--- config.mk ---
export PLATFORM = sky130hd
export DESIGN_NAME = dvsd_1682d
export DESIGN_NICKNAME = d
export VERILOG_FILES = /design/src/rtl/dvsd_div_pkg.sv /design/src/rtl/dvsd_divstep.sv /design/src/rtl/dvsd_1682d.sv
export SDC_FILE = /design/constraint.sdc
export NUM_CORES = 1
export LEC_CHECK = 0
export CORE_MARGIN = 5
export CORE_UTILIZATION = 53
export DETAILED_ROUTE_END_ITERATION = 7
export GPL_TIMING_DRIVEN = 0
export PLACE_DENSITY = 0.8
export SLEW_MARGIN = 20
export SYNTH_ARGS = -nofsm -noshare
export SYNTH_HDL_FRONTEND = slang
export SYNTH_SLANG_ARGS = --single-unit
export TNS_END_PERCENT = 50
--- constraint.sdc ---
create_clock -name clock -period 3 [get_ports clock]
set_input_delay 0.3 -clock clock [delete_from_list [all_inputs] [get_ports clock]]
set_output_delay 0.3 -clock clock [all_outputs]
set_load 0.1 [all_outputs]
--- src/rtl/dvsd_div_pkg.sv ---
// rtl/dvsd_div_pkg.sv - shared widths, state encoding and constants for the restoring divider
package dvsd_div_pkg;

  localparam int DW = 16;
  localparam int VW = 8;
  localparam logic [15:0] DBZ_QUOTIENT = 16'hFFFF;

  typedef enum logic [1:0] {
    IDLE = 2'd0,
    CALC = 2'd1,
    DONE = 2'd2
  } state_t;

endpackage

--- src/rtl/dvsd_divstep.sv ---
// rtl/dvsd_divstep.sv - one restoring-division step: shift in a dividend bit, trial-subtract divisor
module dvsd_divstep
  import dvsd_div_pkg::*;
#(
  parameter int W = VW
) (
  input  logic [W-1:0] pr,
  input  logic         msb,
  input  logic [W-1:0] divisor,
  output logic [W-1:0] pr_next,
  output logic         qbit
);

  logic [W:0] pr9;
  logic [W:0] diff;

  // One extra bit so the shifted partial remainder can exceed the divisor range
  assign pr9     = {pr, msb};
  assign diff    = pr9 - {1'b0, divisor};
  assign qbit    = (pr9 >= {1'b0, divisor});
  assign pr_next = qbit ? diff[W-1:0] : pr9[W-1:0];

endmodule

--- src/rtl/dvsd_1682d.sv ---
// rtl/dvsd_1682d.sv - iterative 16/8 restoring divider, one quotient bit per clock
module dvsd_1682d
  import dvsd_div_pkg::*;
(
  input  logic          clock,
  input  logic          reset,
  input  logic          start,
  input  logic [DW-1:0] dividend,
  input  logic [VW-1:0] divisor,
  output logic          busy,
  output logic          done,
  output logic          dbz,
  output logic [DW-1:0] quotient,
  output logic [VW-1:0] remainder
);

  localparam int CW = $clog2(DW + 1);
  localparam logic [CW-1:0] LAST = CW'(DW - 1);

  state_t        state, state_next;
  logic [DW-1:0] dq;
  logic [VW-1:0] pr;
  logic [VW-1:0] div_r;
  logic [CW-1:0] cnt;
  logic [VW-1:0] pr_next;
  logic          qbit;

  dvsd_divstep #(.W(VW)) u_step (
    .pr      (pr),
    .msb     (dq[DW-1]),
    .divisor (div_r),
    .pr_next (pr_next),
    .qbit    (qbit)
  );

  always_comb begin
    state_next = state;
    case (state)
      IDLE: if (start) state_next = (divisor != '0) ? CALC : DONE;
      CALC: if (cnt == LAST) state_next = DONE;
      DONE: state_next = IDLE;
      default: state_next = IDLE;
    endcase
  end

  assign busy = (state == CALC);

  always_ff @(posedge clock or posedge reset) begin
    if (reset) begin
      state     <= IDLE;
      dq        <= '0;
      pr        <= '0;
      div_r     <= '0;
      cnt       <= '0;
      done      <= 1'b0;
      dbz       <= 1'b0;
      quotient  <= '0;
      remainder <= '0;
    end else begin
      state <= state_next;
      done  <= 1'b0;
      case (state)
        IDLE: begin
          if (start) begin
            dq    <= dividend;
            div_r <= divisor;
            pr    <= '0;
            cnt   <= '0;
          end
        end
        CALC: begin
          dq  <= {dq[DW-2:0], qbit};
          pr  <= pr_next;
          cnt <= cnt + 1'b1;
          if (cnt == LAST) begin
            quotient  <= {dq[DW-2:0], qbit};
            remainder <= pr_next;
            dbz       <= 1'b0;
            done      <= 1'b1;
          end
        end
        DONE: begin
          // Divide-by-zero skips CALC; its results are published on the way out of DONE
          if (div_r == '0) begin
            quotient  <= DW'(DBZ_QUOTIENT);
            remainder <= dq[VW-1:0];
            dbz       <= 1'b1;
            done      <= 1'b1;
          end
        end
        default: ;
      endcase
    end
  end

endmodule
## After elaboration in Yosys (flattened, before gate mapping)

Cells that the tools add are included.
Widths: inputs -> output; s select.

| cells by class | value |
|---|---|
| reduce and logical (&&, ||, !) cells | 9 |
| mux-type cells | 23 |
| eq/ne operators | 6 |
| $lt $le $gt $ge | 1 |
| add/subtract/negate cells | 2 |

Operators with widths:

| kind | number |
|---|---|
| $pmux 16 s2 | 2 |
| $mux 16 | 3 |
| $mux 8 | 4 |
| $pmux 8 s2 | 2 |
| $pmux 5 s2 | 1 |
| $ge 9x8->1 | 1 |
| $logic_not 8->1 | 1 |
| $reduce_bool 8->1 | 1 |
| $sub 8x8->8 | 1 |
| $mux 2 | 3 |
| $reduce_and 2->1 | 3 |
| $add 5x1->5 const B | 1 |
| $eq 5x4->1 const B | 1 |
| $mux 5 | 1 |
| $mux 1 | 4 |
| $ne 2x2->1 const B | 2 |
| $pmux 1 s2 | 2 |
| $pmux 2 s2 | 1 |
| $reduce_bool 2->1 | 2 |
| $reduce_and 3->1 | 1 |
| $eq 2x1->1 const B | 1 |
| $eq 2x2->1 const B | 1 |
| $logic_not 2->1 | 1 |
| $ne 2x1->1 const B | 1 |

| storage, ports and cells | value |
|---|---|
| input port bits | 27 |
| bits in registers | 65 |
| word-level logic and storage cells | 50 |
| output and inout bits | 27 |

## Logic depth before layout (Yosys ltp)

Gate-level depths: netlist of run 1.

| depth | value |
|---|---|
| depth after elaboration | 4 |
| gate-level depth with buffers | 10 |
| gate-level depth less buffers | 10 |

## By module

Synthesis of run 1 repeated with hierarchy kept, for this count alone.

| second synthesis, totals | value |
|---|---|
| cell total of the unflattened synthesis | 293 |
| area, all modules | 3,338.2 um^2 |

By module, submodules not included:

| module | instances | cells each | area each (um^2) | seq. area each (um^2) |
|---|---|---|---|---|
| dvsd_1682d | 1 | 224 | 2,817.7 | 1,626.6 |
| dvsd_divstep | 1 | 69 | 520.5 | 0.0 |

## Least setup slack after synthesis of run 1

OpenSTA, ideal clock, no wires.

| timing path | value |
|---|---|
| kind | flip-flop to flip-flop |
| from | register state[1] |
| to | register remainder[0] |
| data arrival time | 2,370 ps |
| required time | 2,868 ps |
| period minus slack after synthesis | 2,502 ps |
| buffers on the path | 2 |
| stages on the path, launching flop included | 11 |
| setup slack | 498 ps |
| library setup time | 132 ps |
| path through | dfrtp_1 > inv_1 > ha_1 > clkbuf_1 > nand2b_1 > nand2_1 > nor2_1 > and2_1 > clkbuf_1 > a22oi_1 > o21ai_1 |

| between the ends | value |
|---|---|
| word-level cells in the longest chain between the ends | 3 |
| elaborated cells on any way between the ends | 7 |
| those cells by class | eq/ne: 4; mux: 1; reduce/logical: 2 |

Ends and longest elaborated chain:

| element | RTL line | source |
|---|---|---|
| start: declaration | dvsd_1682d.sv:20 | `state_t state, state_next;` |
| start signal: assignment | dvsd_1682d.sv:60 | `state <= state_next;` |
| $eq 2x1->1 (*) | n/a |  |
| named net busy | dvsd_1682d.sv:10 | `output logic busy,` |
| $ne 2x1->1 (no line) / $reduce_bool 2->1 (equally long branches) | n/a |  |
| $reduce_and 3->1 (no line) | n/a |  |
| end signal: assignment | dvsd_1682d.sv:77 | `remainder <= pr_next;` |
| end signal: assignment | dvsd_1682d.sv:86 | `remainder <= dq[VW-1:0];` |
| end: declaration | dvsd_1682d.sv:14 | `output logic [VW-1:0] remainder` |

The timed path passes the listed nets; every way through them passes the cells marked *.
A chain may end at the register's enable or synchronous reset.

## Final worst setup path of run 1

| timing path | value |
|---|---|
| from | register state[1] |
| to | output port busy |

| between the ends | value |
|---|---|
| word-level cells in the longest chain between the ends | 1 |

Ends and longest elaborated chain:

| element | RTL line | source |
|---|---|---|
| $eq 2x1->1 | dvsd_1682d.sv:46 | `assign busy = (state == CALC);` |
| end: declaration | dvsd_1682d.sv:10 |  |

No other way between the ends.

==> results.toml, run 1 <==
[status]
outcome = "finished, final reports clean"

[yosys]
ys_seq_area_share_pct = 51.2
ys_top_cells_by_area = "dfrtp_1 51%, mux2i_1 6.3%, ha_1 5.1%"
synth_area_um2 = 3180
synthArstFlopShare_pct = 100
synth_commonest_cells = "65 x dfrtp_1, 31 x nand2_1, 20 x mux2i_1, 18 x o21ai_1, 16 x o21ai_0"
synth_top_area_share_pct = 51.2
syn-num-nets = 339
synth_area_per_cell_um2 = 10.7
synth_flop_cell = "dfrtp_1"
synth_most_common_cell = "dfrtp_1"
ys_warn_count = 0
synth_seq_cells = 65
netlist_instances = 298
yosysTopAreaCell = "dfrtp_1"
synth_cell_type_count = 42
synth_edf_count = 0

[sta]
setup_tns_ps = 0
hold_ws_ps = 205
skew_ps = 8.68
fmax_ghz = 0.401
max-slew-margin-rel_pct = 34.9
worst_pin_slew_ps = 973
period_share_pct = 83.0
setup_viol = 0
rsz0062_at_grt = "no"
fin_crit_ps = 2490
hold_violations = 0
slew_violations = 0

[setup_path]
endpoint_kind = "output pin"
crit_path_start_kind = "register"
worstPathRequired_ps = 2700
path_buf_inv = 2
r2r_slack_ps = 670
path_class = "register to output pin"
cp_cell_sequence = "inv_1, ha_1, clkdlybuf4s50_1"
critPathSlowestCell = "clkdlybuf4s50_1"
rr_startpoint = "state[0]"
path_max_fanout = 3
arrival_ps = 2190
cpPeakStageDelay_ps = 1150
rr_endpoint = "dq[15]"
cpLargestDelayFamily = "buffers and inverters"
worst_r2r_path_depth = 8

[drt]
antenna_left = 0
wl_per_cell_um = 17.1
drt_iter0_drc = 170
drcViolationCount = 0
route.vias.total = 2539
drtPass1Iterations = 4
vias_per_cell = 5.73
wirelength_mm = 7.59

[global_route]
grt_pass1_vias = 2644
grt_max_degree = 54
grt_overflow = 0
grt_usage_pct = 22.3
antenna_found_initial = 0
grt_pass1_wl_mm = 12.8

[die]
io_pins = 54
die_h_um = 87.4
dieWidth_um = 87.4
dieArea_um2 = 7640
initial_core_util_pct = 54.0
rows = 28
core_area_um2 = 5890

[layout]
layout.nets = 404
areaGrowthSynthToFinish_pct = 27.2
drive_above_1_share_pct = 9.78
n_antenna_cell = 0
nFillCells = 451

[clock_tree]
clockRootBuffer = "clkbuf_8"
cts-htree-levels = 3
cts.sinks = 65
holdBufCountCts = 0
numCtsBuffers = 9
cts.reportedPaths.clkPinSlew_ps = 70
cts.path.max_buffers = 2
post-cts-setup-buffers = 0
cts_tree = "yes"
cts_resized = 0
clock_latency_ps = 350

[placement]
gp_congestion = 0.933
hpwl_mm = 5.65
io_buffers = 53

[run]
max_cap_violations = 0

[worst_hold_path]
min_path_type = "primary input to asynchronous set/reset pin"
==> how the worst max path moves through the flow <==
stage	from	to	slack (ps)	depth (start not counted)
floorplan	state[1]	remainder[0]	500	10
global placement	reset	remainder[3]	-30	2
detailed placement	start	dq[11]	680	6
CTS	state[1]	busy	510	3
global route	state[0]	dq[11]	440	8
finish	state[1]	busy	510	3
==> cells in the final DEF (no fill, tap or decap), types with 3 or more instances in the layout <==
cell and count:
a31oi_1 3, nor4_1 4, ha_1 13, a21oi_1 12, nand3_1 3, xnor2_1 4
clkdlybuf4s50_1 53, mux2_2 8, clkbuf_1 10, nand2b_1 4, o21ai_1 18, clkbuf_8 9
a22oi_1 8, o22a_1 14, o21ai_0 16, a21o_1 4, inv_1 14, buf_2 5
nand4_1 3, dfrtp_1 65, nand2_1 31, nor2_1 12, mux2i_1 20, clkinv_2 3
o22ai_1 4
==> layout make-up <==
type / count / area [µm²] / area share, %
buffer: 16 / 73.8 / 1.83
clock buffer: 10 / 128 / 3.16
clock inverter: 6 / 82.6 / 2.04
inverter: 15 / 58.8 / 1.46
multi-input combinational: 202 / 1420 / 35.1
sequential: 65 / 1630 / 40.3
tap: 75 / 93.8 / 2.32
timing repair buffer: 54 / 558 / 13.8
==> sequential cells by signal, summed over array words and instances, names as in the netlist <==
name / cells
cnt: 5
dbz: 1
div_r: 8
done: 1
dq: 16
pr: 8
quotient: 16
remainder: 8
state: 2
==> layer usage <==
layer | vias up | GRT usage, % | part of all wire (%)
met5 | - | 0 | 0
met4 | 0 | 12.3 | 3.1
met3 | 19 | 3.41 | 4.7
met2 | 74 | 35.4 | 49
met1 | 1242 | 29.0 | 44
li1 | 1204 | - | -
==> kinds of logic after synthesis <==
group | synth area share, %
compound gates | 18.5
xor+xnor | 1.65
fa+ha+maj | 5.75
buf+inv | 4.10
flops | 51.2
mux | 9.61
simple gates | 9.14
==> metrics by stage <==
| step | std cells | util, % | instance area (µm²) | setup WS (ps) |
|---|---|---|---|---|
| after floorplan | 298 | - | 3180 | 498 |
| after global placement | 426 | 64.6 | 3800 | -33.6 |
| after detailed placement | 427 | 65.1 | 3830 | 678 |
| after CTS | 443 | 68.6 | 4040 | 512 |
| after global routing | 443 | 68.6 | 4040 | 438 |
| final | 443 | 68.6 | 4040 | 509 |
Power of run 1 is not shown: default switching activity piles up to over one toggle a cycle in this logic, so the estimate is an artifact.
==> run 2: changes to the inputs <==
--- a/config.mk
+++ b/config.mk
@@ -6,10 +6,10 @@
 export NUM_CORES = 1
 export LEC_CHECK = 0
 export CORE_MARGIN = 5
-export CORE_UTILIZATION = 53
+export CORE_UTILIZATION = 48
 export DETAILED_ROUTE_END_ITERATION = 7
 export GPL_TIMING_DRIVEN = 0
-export PLACE_DENSITY = 0.8
+export PLACE_DENSITY = 0.76
 export SLEW_MARGIN = 20
 export SYNTH_ARGS = -nofsm -noshare
 export SYNTH_HDL_FRONTEND = slang
==> constraint.sdc (replaced) <==
create_clock -name clock -period 2.1 [get_ports clock]
set_input_delay 0.21 -clock clock [delete_from_list [all_inputs] [get_ports clock]]
set_output_delay 0.21 -clock clock [all_outputs]
set_load 0.1 [all_outputs]
==> run 2 against run 1 <==
The run now ends with negative setup slack left. Via count rose by 1.5%. Global-route usage fell by 2.7 points. First-iteration DRC count fell by 18%. Cell count rose by 1.4%.
==> results.toml, run 2 (synthesis results as in run 1) <==
[status]
outcome = "finished with violations"
failed_checks = "negative setup slack"

[clock_tree]
holdBufCountCts = 0
cts.path.max_buffers = 2
clock_latency_ps = 330
clockRootBuffer = "clkbuf_8"
numCtsBuffers = 9
cts.sinks = 65
cts-htree-levels = 3
cts_tree = "yes"
cts.reportedPaths.clkPinSlew_ps = 70

[setup_path]
endpoint_kind = "register"
critPathSlowestCell = "dfrtp_1"
cp_cell_sequence = "inv_2, ha_4, nand2b_4, a2111oi_4, o21ai_2, a41oi_2, buf_6, mux2_4, o21ai_2"
crit_path_start_kind = "register"
r2r_slack_ps = -80
worst_r2r_path_depth = 9
arrival_ps = 2430
crit_path_frequent_cell = "o21ai_2"
rr_startpoint = "dq[15]"
path_class = "register to register"
path_max_fanout = 5
worstPathRequired_ps = 2350
rr_endpoint = "pr[0]"
cpPeakStageDelay_ps = 400

[layout]
mostFrequentLayoutCell = "dfrtp_1"
areaGrowthSynthToFinish_pct = 33.8
final_util_pct = 66.6
layout.nets = 408
reg_top3 = "dq: 16 flops, quotient: 16 flops"
layout_common_cells = "64 x dfrtp_1, 49 x clkdlybuf4s50_1, 30 x nand2_1"
drive_above_1_share_pct = 20.4
n_antenna_cell = 0

[sta]
skew_ps = 8.03
setup_viol = 17
slew_violations = 0
setup_ws_ps = -78.9
rsz0062_at_grt = "yes"
worst_pin_slew_ps = 976
max-slew-margin-rel_pct = 34.7
fmax_ghz = 0.459
fin_crit_ps = 2180
hold_ws_ps = 149
hold_violations = 0
period_share_pct = 104
setup_tns_ps = -673

[die]
initial_core_util_pct = 49.7
rows = 29
dieWidth_um = 91.3
core_area_um2 = 6390
die_h_um = 91.3
io_pins = 54
dieArea_um2 = 8340

[worst_hold_path]
min_path_type = "primary input to asynchronous set/reset pin"

[global_route]
antenna_found_initial = 0
grt_usage_pct = 19.5
globalRoute.busiestLayer = "met2"
grt_max_degree = 52
met2_usage_pct = 32.9
gr-usage-met3_pct = 4.55
grt_util_met1_pct = 25.0
grt_overflow = 0
grt_pass1_wl_mm = 13.1
grt_pass1_vias = 2691

[placement]
gp_congestion = 0.821
hpwl_mm = 5.63
io_buffers = 53

[run]
max_cap_violations = 0

[drt]
drcViolationCount = 0
drtPass1Iterations = 4
drt_iter0_drc = 139
wl_per_cell_um = 17.7
wirelength_mm = 7.93
antenna_left = 0
vias_per_cell = 5.74
route.vias.total = 2578
-- run 2: critical path: cells and delay by family, from the launching register on --
family | cells | cell delay, ps
AO/OA/AOI/OAI | 4 | 750
adder cells (fa/ha/maj) | 1 | 200
buffers and inverters | 2 | 280
flip-flops | 1 | 400
multiplexers | 1 | 320
AND/OR/NAND/NOR | 1 | 140
-- run 2: repair_timing --
action	CTS	global route
endpoints found under the setup margin	46	53
resized for setup	22	30
cloned	1	0
pin swaps	4	2
buffers inserted	6	1
-- run 2: how the worst max path moves through the flow --
| stage | from | to | slack, ps | depth (start not counted) |
|---|---|---|---|---|
| floorplan | div_r[0] | remainder[0] | 40 | 8 |
| global placement | reset | pr[3] | -810 | 2 |
| detailed placement | state[0] | dq[14] | -240 | 8 |
| CTS | dq[15] | dq[0] | -40 | 10 |
| global route | dq[15] | pr[0] | -120 | 9 |
| finish | dq[15] | pr[0] | -80 | 9 |
-- run 2: routing by layer --
metal,vias to the layer above,wire length (µm)
li1,1215,-
met1,1274,3400
met2,71,3960
met3,18,392
met4,0,179
met5,-,0
-- run 2: layout make-up --
cell class,instances,area [µm²]
Inverter,15,58.8
Clock inverter,6,57.6
Sequential cell,65,1630
Timing Repair Buffer,62,626
Buffer,12,81.3
Multi-Input combinational cell,202,1570
Clock buffer,10,138
Tap cell,77,96.3
Fill cell,487,2140
-- run 2: per-stage QoR --
stage               instance area [µm²]  std cells  setup WS, ps
floorplan                          3190        298          43.5
global placement                   3810        428          -814
detailed placement                 3840        429          -242
CTS                                4190        450         -39.5
global route                       4250        449          -116
finish                             4250        449         -78.9
Power of run 2 is left out for the same reason.
==> run 3: changes to the inputs <==
--- a/config.mk
+++ b/config.mk
@@ -9,6 +9,7 @@
 export CORE_UTILIZATION = 48
 export DETAILED_ROUTE_END_ITERATION = 7
 export GPL_TIMING_DRIVEN = 0
+export MAX_ROUTING_LAYER = met4
 export PLACE_DENSITY = 0.76
 export SLEW_MARGIN = 20
 export SYNTH_ARGS = -nofsm -noshare
==> run 3 against run 2 <==
The flow still finishes with violations (negative setup slack). Worst setup slack improved by 20 ps. Clock skew barely moved. Register-to-register slack improved by 20 ps. Critical path type unchanged. Design area is essentially flat. Sequential share of layout area about the same. Worst hold slack got worse by 0.63 ps.
==> results.toml, run 3 (synthesis results as in run 1) <==
[sta]
fin_crit_ps = 2160
slew_violations = 0
hold_violations = 0
max-slew-margin-rel_pct = 34.6
setup_tns_ps = -437
worst_pin_slew_ps = 978
skew_ps = 8.46
setup_viol = 17
setup_ws_ps = -59.3
period_share_pct = 103
fmax_ghz = 0.463
rsz0062_at_grt = "yes"

[placement]
hpwl_mm = 5.63
io_buffers = 53
place_area_um2 = 3840
gp_congestion = 0.833
pre_cts_slack_ps = -242

[setup_path]
endpoint_kind = "register"
crit_path_start_kind = "register"
rr_startpoint = "dq[15]"
rr_endpoint = "pr[0]"
path_max_fanout = 5
arrival_ps = 2410
worst_r2r_path_depth = 9
r2r_slack_ps = -60
path_class = "register to register"
worstPathRequired_ps = 2350

[drt]
drt_iter0_drc = 157
wl_per_cell_um = 17.6
wirelength_mm = 7.88
antenna_left = 0
vias_per_cell = 5.78
drtPass1Iterations = 4
route.vias.total = 2597
drcViolationCount = 0

[die]
core_area_um2 = 6390
rows = 29
die_h_um = 91.3
io_pins = 54
dieArea_um2 = 8340
initial_core_util_pct = 49.7
dieWidth_um = 91.3

[layout]
drive_above_1_share_pct = 20.2
design_area_um2 = 4250
layout_common_cells = "64 x dfrtp_1, 49 x clkdlybuf4s50_1, 30 x nand2_1"
reg_top3 = "dq: 16 flops, quotient: 16 flops"
mostFrequentLayoutCell = "dfrtp_1"
final_util_pct = 66.5
areaGrowthSynthToFinish_pct = 33.7
layout.nets = 408
n_antenna_cell = 0

[global_route]
antenna_found_initial = 0
grt_pass1_vias = 2690
grt_usage_pct = 20.1
grt_pass1_wl_mm = 13.1
grt_max_degree = 52
grt_overflow = 0

[worst_hold_path]
min_path_type = "primary input to asynchronous set/reset pin"

[clock_tree]
cts.reportedPaths.clkPinSlew_ps = 70
numCtsBuffers = 9
clock_latency_ps = 330
cts.sinks = 65
cts_tree = "yes"
cts-htree-levels = 3
cts.path.max_buffers = 2
clockRootBuffer = "clkbuf_8"

[status]
failed_checks = "negative setup slack"
outcome = "finished with violations"

[run]
max_cap_violations = 0
## run 3: metrics by stage
step                      cells  hold slack, ps
after floorplan             298             361
after global placement      428             470
after detailed placement    429             483
after CTS                   450             146
after global routing        449             144
final                       449             148
## run 3: final cells by class
cell class,count,area [µm²]
repair buffers,62,626
inverters,15,58.8
flip-flops and latches,65,1630
clock buffers,10,138
fillers,488,2140
well taps,77,96.3
plain buffers,12,81.3
multi-input cells,202,1560
clock inverters,6,57.6
## run 3: repair_timing
| action | CTS | global route |
|---|---|---|
| pin swaps | 4 | 2 |
| cloned | 1 | 0 |
| setup buffers | 6 | 1 |
| endpoints found under the setup margin | 46 | 53 |
| resized for setup | 22 | 29 |
| hold buffers | 0 | 0 |
## run 3: metal layers
metal / GRT usage (%) / vias up / wire (µm)
met2: 32.9 / 72 / 3960
li1: - / 1214 / -
met1: 25.1 / 1298 / 3330
met5: - / - / 0
met4: 5.87 / 0 / 140
met3: 4.30 / 13 / 445
## run 3: critical path, stage by stage, from the launching register on
cell       delay, ps
dfrtp_1          390
inv_2             90
ha_4             200
nand2b_4         140
a2111oi_4        310
o21ai_2           90
a41oi_2          240
buf_6            190
mux2_4           320
o21ai_2          110
## run 3: how the worst max path moves through the flow
| stage | cells past startpoint | start | endpoint |
|---|---|---|---|
| global route | 9 | dq[15] | pr[0] |
| finish | 9 | dq[15] | pr[0] |
| CTS | 10 | dq[15] | dq[0] |
| global placement | 2 | reset | pr[3] |
| detailed placement | 8 | state[0] | dq[14] |
| floorplan | 8 | div_r[0] | remainder[0] |
Power of run 3 is left out for the same reason.
